File: config.mk
export PLATFORM = sky130hd
export DESIGN_NAME = spi_oled_rx_flat
export DESIGN_NICKNAME = d
export VERILOG_FILES = /design/src/rtl/spi_oled_rx_if.sv /design/src/rtl/spi_oled_rx.sv /design/src/flat_wrapper.sv
export SDC_FILE = /design/constraint.sdc
export NUM_CORES = 1
export LEC_CHECK = 0
export BUFFER_PORTS_ARGS = -buffer_cell sky130_fd_sc_hd__buf_2
export CAP_MARGIN = 20
export CORE_MARGIN = 1.5
export CORE_UTILIZATION = 40
export DETAILED_ROUTE_END_ITERATION = 8
export GPL_TIMING_DRIVEN = 0
export PLACE_DENSITY_LB_ADDON = 0.15
export SYNTH_ARGS = -nofsm -noshare
export SYNTH_HDL_FRONTEND = slang
export SYNTH_SLANG_ARGS = --single-unit
File: constraint.sdc
create_clock -name clk -period 2.6 [get_ports clk]
set_input_delay 0 -clock clk [delete_from_list [all_inputs] [get_ports clk]]
set_output_delay 0 -clock clk [all_outputs]
set_load 0.02 [all_outputs]
File: src/rtl/spi_oled_rx_if.sv
// spi_oled_rx_if: memory-mapped bus between a CPU master and the SPI receiver.
// master drives valid/wstrb/addr/wdata; slave returns ready pulse and rdata.
interface spi_oled_rx_if;
  logic        iomem_valid;
  logic        iomem_ready;
  logic [3:0]  iomem_wstrb;
  logic [31:0] iomem_addr;
  logic [31:0] iomem_wdata;
  logic [31:0] iomem_rdata;
  modport master (output iomem_valid, iomem_wstrb, iomem_addr, iomem_wdata, input iomem_ready, iomem_rdata);
  modport slave  (input iomem_valid, iomem_wstrb, iomem_addr, iomem_wdata, output iomem_ready, iomem_rdata);
endinterface

File: src/rtl/spi_oled_rx.sv
// spi_oled_rx: SPI target capturing {dc, byte} into a FIFO read over a memory-mapped bus.
// Ports: clk, resetn (sync, active-low), bus (slave modport: 0x00 RXDATA, 0x04 STATUS, 0x08 CTRL),
//        spi_sclk/spi_mosi/spi_cs/spi_dc/spi_res (asynchronous, cs and res active-low).
module spi_oled_rx #(
  parameter int FIFO_DEPTH = 16
) (
  input  logic           clk,
  input  logic           resetn,
  spi_oled_rx_if.slave   bus,
  input  logic           spi_sclk,
  input  logic           spi_mosi,
  input  logic           spi_cs,
  input  logic           spi_dc,
  input  logic           spi_res
);
  localparam int AW = $clog2(FIFO_DEPTH);
  logic [1:0]    r_sclk_sync, r_mosi_sync, r_cs_sync, r_dc_sync, r_res_sync;
  logic          r_sclk_prev;
  logic [3:0]    r_bitcnt;
  logic [6:0]    r_shift;
  logic [8:0]    r_mem [FIFO_DEPTH];
  logic [AW-1:0] r_wptr, r_rptr;
  logic [AW:0]   r_count;
  logic          r_ovf, r_res_seen, r_ready;
  logic [31:0]   r_rdata;
  logic          w_sclk, w_mosi, w_cs, w_dc, w_res, w_rise, w_byte_done;
  logic          w_start, w_wr, w_empty, w_full, w_pop, w_ctrl, w_flush, w_push, w_ovf_set;
  logic [7:0]    w_addr;
  logic [31:0]   w_status;
  logic          w_unused;
  assign w_sclk      = r_sclk_sync[1];
  assign w_mosi      = r_mosi_sync[1];
  assign w_cs        = r_cs_sync[1];
  assign w_dc        = r_dc_sync[1];
  assign w_res       = r_res_sync[1];
  assign w_rise      = w_sclk & ~r_sclk_prev;
  assign w_byte_done = w_res & ~w_cs & w_rise & (r_bitcnt == 4'd7);
  assign w_start     = bus.iomem_valid & ~r_ready;
  assign w_wr        = |bus.iomem_wstrb;
  assign w_addr      = bus.iomem_addr[7:0];
  assign w_empty     = r_count == '0;
  assign w_full      = r_count == (AW+1)'(FIFO_DEPTH);
  assign w_pop       = w_start & ~w_wr & (w_addr == 8'h00) & ~w_empty;
  assign w_ctrl      = w_start & w_wr & (w_addr == 8'h08);
  assign w_flush     = ~w_res | (w_ctrl & bus.iomem_wdata[1]);
  // a full FIFO still accepts a byte when the same cycle frees a slot
  assign w_push      = w_byte_done & ~w_flush & (~w_full | w_pop);
  assign w_ovf_set   = w_byte_done & ~w_flush & w_full & ~w_pop;
  assign w_status    = {16'b0, r_bitcnt, r_res_seen, r_ovf, w_full, w_empty, 1'b0, 7'(r_count)};
  assign w_unused    = ^{bus.iomem_addr[31:8], bus.iomem_wdata[31:3]};
  assign bus.iomem_ready = r_ready;
  assign bus.iomem_rdata = r_rdata;
  always_ff @(posedge clk) begin
    if (!resetn) begin
      r_sclk_sync <= 2'b00;
      r_mosi_sync <= 2'b00;
      r_cs_sync   <= 2'b11;
      r_dc_sync   <= 2'b00;
      r_res_sync  <= 2'b11;
      r_sclk_prev <= 1'b0;
      r_bitcnt    <= '0;
      r_shift     <= '0;
      r_wptr      <= '0;
      r_rptr      <= '0;
      r_count     <= '0;
      r_ovf       <= 1'b0;
      r_res_seen  <= 1'b0;
      r_ready     <= 1'b0;
      r_rdata     <= '0;
    end else begin
      r_sclk_sync <= {r_sclk_sync[0], spi_sclk};
      r_mosi_sync <= {r_mosi_sync[0], spi_mosi};
      r_cs_sync   <= {r_cs_sync[0], spi_cs};
      r_dc_sync   <= {r_dc_sync[0], spi_dc};
      r_res_sync  <= {r_res_sync[0], spi_res};
      r_sclk_prev <= w_sclk;
      if (!w_res || w_cs) r_bitcnt <= '0;
      else if (w_rise) begin
        r_bitcnt <= (r_bitcnt == 4'd7) ? 4'd0 : r_bitcnt + 4'd1;
        r_shift  <= {r_shift[5:0], w_mosi};
      end
      if (w_flush) begin
        r_wptr  <= '0;
        r_rptr  <= '0;
        r_count <= '0;
      end else begin
        r_wptr  <= r_wptr + AW'(w_push);
        r_rptr  <= r_rptr + AW'(w_pop);
        r_count <= r_count + (AW+1)'(w_push) - (AW+1)'(w_pop);
      end
      // set events win over CTRL clears landing in the same cycle
      r_ovf      <= w_ovf_set | (r_ovf & ~(w_ctrl & bus.iomem_wdata[0]));
      r_res_seen <= ~w_res | (r_res_seen & ~(w_ctrl & bus.iomem_wdata[2]));
      r_ready    <= w_start;
      if (w_start)
        r_rdata <= w_wr ? 32'h0 :
                   (w_addr == 8'h00) ? (w_pop ? {1'b1, 22'b0, r_mem[r_rptr]} : 32'h0) :
                   (w_addr == 8'h04) ? w_status : 32'h0;
    end
  end
  always_ff @(posedge clk) begin
    if (w_push) r_mem[r_wptr] <= {w_dc, r_shift, w_mosi};
  end
endmodule

File: src/flat_wrapper.sv
// flat-port wrapper written by rule: the top's interface ports become plain ports
module spi_oled_rx_flat 
#(
  parameter int FIFO_DEPTH = 16
)
  (clk, resetn, spi_sclk, spi_mosi, spi_cs, spi_dc, spi_res, bus_iomem_valid, bus_iomem_wstrb, bus_iomem_addr, bus_iomem_wdata, bus_iomem_ready, bus_iomem_rdata);
  spi_oled_rx_if bus_i ();
  input  logic clk;
  input  logic resetn;
  input  logic spi_sclk;
  input  logic spi_mosi;
  input  logic spi_cs;
  input  logic spi_dc;
  input  logic spi_res;
  input wire logic [$bits(bus_i.iomem_valid)-1:0] bus_iomem_valid;
  input wire logic [$bits(bus_i.iomem_wstrb)-1:0] bus_iomem_wstrb;
  input wire logic [$bits(bus_i.iomem_addr)-1:0] bus_iomem_addr;
  input wire logic [$bits(bus_i.iomem_wdata)-1:0] bus_iomem_wdata;
  output wire logic [$bits(bus_i.iomem_ready)-1:0] bus_iomem_ready;
  output wire logic [$bits(bus_i.iomem_rdata)-1:0] bus_iomem_rdata;
  assign bus_i.iomem_valid = bus_iomem_valid;
  assign bus_i.iomem_wstrb = bus_iomem_wstrb;
  assign bus_i.iomem_addr = bus_iomem_addr;
  assign bus_i.iomem_wdata = bus_iomem_wdata;
  assign bus_iomem_ready = bus_i.iomem_ready;
  assign bus_iomem_rdata = bus_i.iomem_rdata;
  spi_oled_rx #(.FIFO_DEPTH(FIFO_DEPTH)) u_core (.clk(clk), .resetn(resetn), .bus(bus_i), .spi_sclk(spi_sclk), .spi_mosi(spi_mosi), .spi_cs(spi_cs), .spi_dc(spi_dc), .spi_res(spi_res));
endmodule
==> results by group <==
STA
  • Final setup TNS: -0.0380 ns
  • Final worst setup slack: -0.0380 ns
  • Fin crit share: 101%
  • Final Max Slew Viols: 0
  • Measured slew at the worst slew-check pin: 0.929 ns
  • Layout Skew: 0.00862 ns
  • Setup Viol. Count Final: 1
  • Worst hold slack: 0.0727 ns
  • Hold Fails Final Rpt: 0
  • Shortest period the worst path allows: 2.64 ns
  • RSZ-0062 raised after global routing: yes
  • Fmax: 0.379 GHz
  • Worst slew margin: 37.7%

Clocking
  • CTS H-Tree Depth: 4
  • CTS sink count: 199
  • Clock-pin slew on the worst setup and hold paths: 0.07 ns
  • CTS Root Cell: clkbuf_16
  • CTS tree: done
  • Worst-skew pair later-pin latency: 0.43 ns
  • CTS max path bufs: 2
  • TritonCTS buffer count: 17

Worst setup path
  • R2r startpoint: u_core.r_count[3]
  • Top delay family on crit path: simple AND/OR/NAND/NOR gates
  • Crit. End Element: flip-flop
  • CP endpoint: u_core.r_count[4]
  • Buf/Inv on CP: 5
  • Worst Setup SP: u_core.r_count[3]
  • Critical Path RT: 2.96 ns
  • Critical path class: flip-flop to flip-flop
  • CP max-delay cell: or3_1
  • Reg2reg setup slack: -0.04 ns
  • Setup crit start kind: flip-flop
  • WP data arrival: 2.99 ns
  • WP depth: 15
  • Worst-path fanout max: 7
  • Max stage delay on crit path: 0.35 ns
  • Critical Path Most Common Cell: inv_1
  • FF-to-FF End: u_core.r_count[4]
  • R2R depth: 15
  • Crit path cell chain: inv_1 -> ha_2 -> and4_4 -> o31a_1 -> nand4b_4 -> buf_8 -> inv_2 -> ha_2 -> inv_1 -> fa_2 -> inv_1 -> a21oi_1 -> nor2_1 -> or3_1 -> a21oi_1

Routing
  • # DRC: 0
  • Final ANT Viol Nets: 0
  • Via/cell ratio: 5.08
  • Vias: 4,365
  • Drt first pass iters: 4
  • DRT iter0 DRCs: 228
  • Wirelength per Cell: 19.8 µm
  • Wirelength, routed: 17,000 µm

Power
  • Peak supply drop: 0.481 mV
  • P_leak: 3.29 nW
  • P per Cell Area: 624 mW/mm²

Placed design
  • IO Port Bufs: 40
  • Final Wtd Congestion: 0.742
  • Post-detail-place hpwl: 11,500 µm
  • Pre-CTS WS: -0.330 ns
  • Area post-placement: 0.00871 mm²

Synth
  • Synthesis Warnings: 0
  • Register area share after synthesis: 68.0%
  • Synth Area per Inst: 16.4 µm²
  • #FFs+latches synth: 199
  • Number of synthesized flops with an enable pin: 144
  • Async SR Flop Fraction: 0%
  • Top FF cell, synth: edfxtp_1
  • Synth Instances: 486
  • Post-Syn Area: 0.00798 mm²
  • Distinct cells, synth: 44

Job
  • Max-Cap Viols: 0

Global routing
  • Overflow after GRT: 0
  • First-pass GRT wire length: 25,700 µm
  • Initial antenna violation count: 0
  • Vias in the first global route: 4,415
  • Pin count of the biggest net entering global routing: 19
  • All-Layer GR Usage: 17.3%

Final layout
  • Fin util: 48.7%
  • Fillers: 1,689
  • Fin nets: 670
  • Share of post-route cells with drive strength above 1: 29.6%
  • Area grow syn2layout: 19.3%
  • Most frequent cells in the layout: 144 x edfxtp_1, 55 x dfxtp_1, 47 x buf_2, 36 x mux4_2, 30 x buf_4
  • Post-route cell area: 0.00952 mm²
  • Commonest non-fill, non-tap cell in the layout: edfxtp_1
  • N_diodes: 0

Floorplanning
  • Die H: 144 µm
  • Die area: 0.0208 mm²
  • Initial Util: 40.9%
  • Core area: 0.0195 mm²
  • I/O pin cnt: 109
  • DIE WIDTH: 144 µm
  • Row cnt: 51

Run status
  • Failing checks: setup timing
  • Status: finished with violations

Worst hold path
  • Hold Path Depth: 3
  • Hold crit path type: primary input to flip-flop
-- sequential cells by signal (all words and copies together), names as in the netlist --
signal                  count
u_core.bus.iomem_rdata     17
u_core.bus.iomem_ready      1
u_core.r_bitcnt             4
u_core.r_count              5
u_core.r_cs_sync            2
u_core.r_dc_sync            2
u_core.r_mem              144
u_core.r_mosi_sync          2
u_core.r_ovf                1
u_core.r_res_seen           1
u_core.r_res_sync           2
u_core.r_rptr               4
u_core.r_sclk_prev          1
u_core.r_sclk_sync          2
u_core.r_shift              7
u_core.r_wptr               4
-- cell families (layout without fill, tap and decap cells) --
family | after synthesis | in the layout | share of synthesized area [%]
compound gates | 47 | 47 | 4.34
xor+xnor | 9 | 9 | 0.988
fa+ha+maj | 12 | 12 | 1.98
buf+inv | 49 | 143 | 3.50
flops | 199 | 199 | 68.0
mux | 50 | 50 | 11.9
other cells | 1 | 15 | 0.0470
simple gates | 119 | 119 | 9.22
-- synth_stat cells (2+ instances only) --
library cell | n | area share [%]
nor2_1 | 14 | 0.66
ha_1 | 11 | 1.7
nand2b_1 | 9 | 0.71
nand2_1 | 10 | 0.47
or3_1 | 2 | 0.16
clkbuf_1 | 12 | 0.56
nand4_1 | 2 | 0.16
xor2_1 | 5 | 0.55
xnor2_1 | 4 | 0.44
inv_1 | 9 | 0.42
dfxtp_1 | 55 | 14
nor4b_1 | 2 | 0.22
and2_1 | 15 | 1.2
nor2b_1 | 26 | 2.0
a21boi_0 | 2 | 0.19
nand3_1 | 13 | 0.82
edfxtp_1 | 144 | 54
buf_4 | 17 | 1.6
a32o_1 | 3 | 0.38
buf_2 | 7 | 0.44
nor4_1 | 6 | 0.47
a22o_1 | 12 | 1.3
nor3_1 | 10 | 0.63
nor4_4 | 2 | 0.53
a21oi_1 | 11 | 0.69
mux4_2 | 36 | 10
a211oi_1 | 6 | 0.56
a22oi_1 | 10 | 0.94
mux2i_1 | 14 | 1.8
buf_6 | 3 | 0.42
-- worst min-delay path: cells and delay by family --
family / cells / cell delay, ns
buf+inv: 2 / 0.36
simple gates: 1 / 0.12
-- worst min-delay path by stage --
stage	from	endpoint
3_3_place_gp	spi_res	u_core.r_res_sync[0]
4_1_cts	resetn	u_core.r_res_sync[1]
6_report	resetn	u_core.r_res_sync[1]
2_1_floorplan	spi_cs	u_core.r_cs_sync[0]
3_5_place_dp	spi_cs	u_core.r_cs_sync[0]
5_1_grt	bus_iomem_valid	u_core.bus.iomem_ready
-- repair_timing --
item	4_1_cts	5_1_grt
setup buffers	6	0
hold buffers	9	0
gates resized for setup	12	12
pin swaps	3	1
hold endpoints to repair	8	0
setup endpoints to repair	75	83
-- power breakdown --
| part | switching, mW | internal [mW] |
|---|---|---|
| Sequential | 0.00993 | 3.37 |
| Combinational | 0.0648 | 0.0533 |
| Clock | 1.12 | 1.31 |
-- per-stage QoR --
| stage | total power [mW] | instances |
|---|---|---|
| after floorplan | 3.52 | 500 |
| after global placement | 3.55 | 805 |
| after detailed placement | 3.56 | 813 |
| after CTS | 5.99 | 859 |
| after global routing | 6.11 | 859 |
| final | 5.94 | 859 |
-- layer usage --
layer / global-route usage (%) / routed length [µm] / vias up / share of wire [%]
li1: - / - / 2033 / -
met1: 22.7 / 7270 / 2239 / 43
met2: 29.0 / 8750 / 77 / 51
met3: 3.01 / 722 / 16 / 4.2
met4: 6.22 / 252 / 0 / 1.5
met5: 0 / 0 / - / 0
-- cell type report --
type	count	area, µm²	share of cell area [%]
Sequential cell	199	5430	57.0
Multi-Input combinational cell	252	2540	26.7
Clock buffer	19	433	4.55
Timing Repair Buffer	63	399	4.19
Tap cell	265	332	3.48
Buffer	40	249	2.62
Clock inverter	12	103	1.08
Inverter	9	33.8	0.355
(Power assumes the default switching activity.)
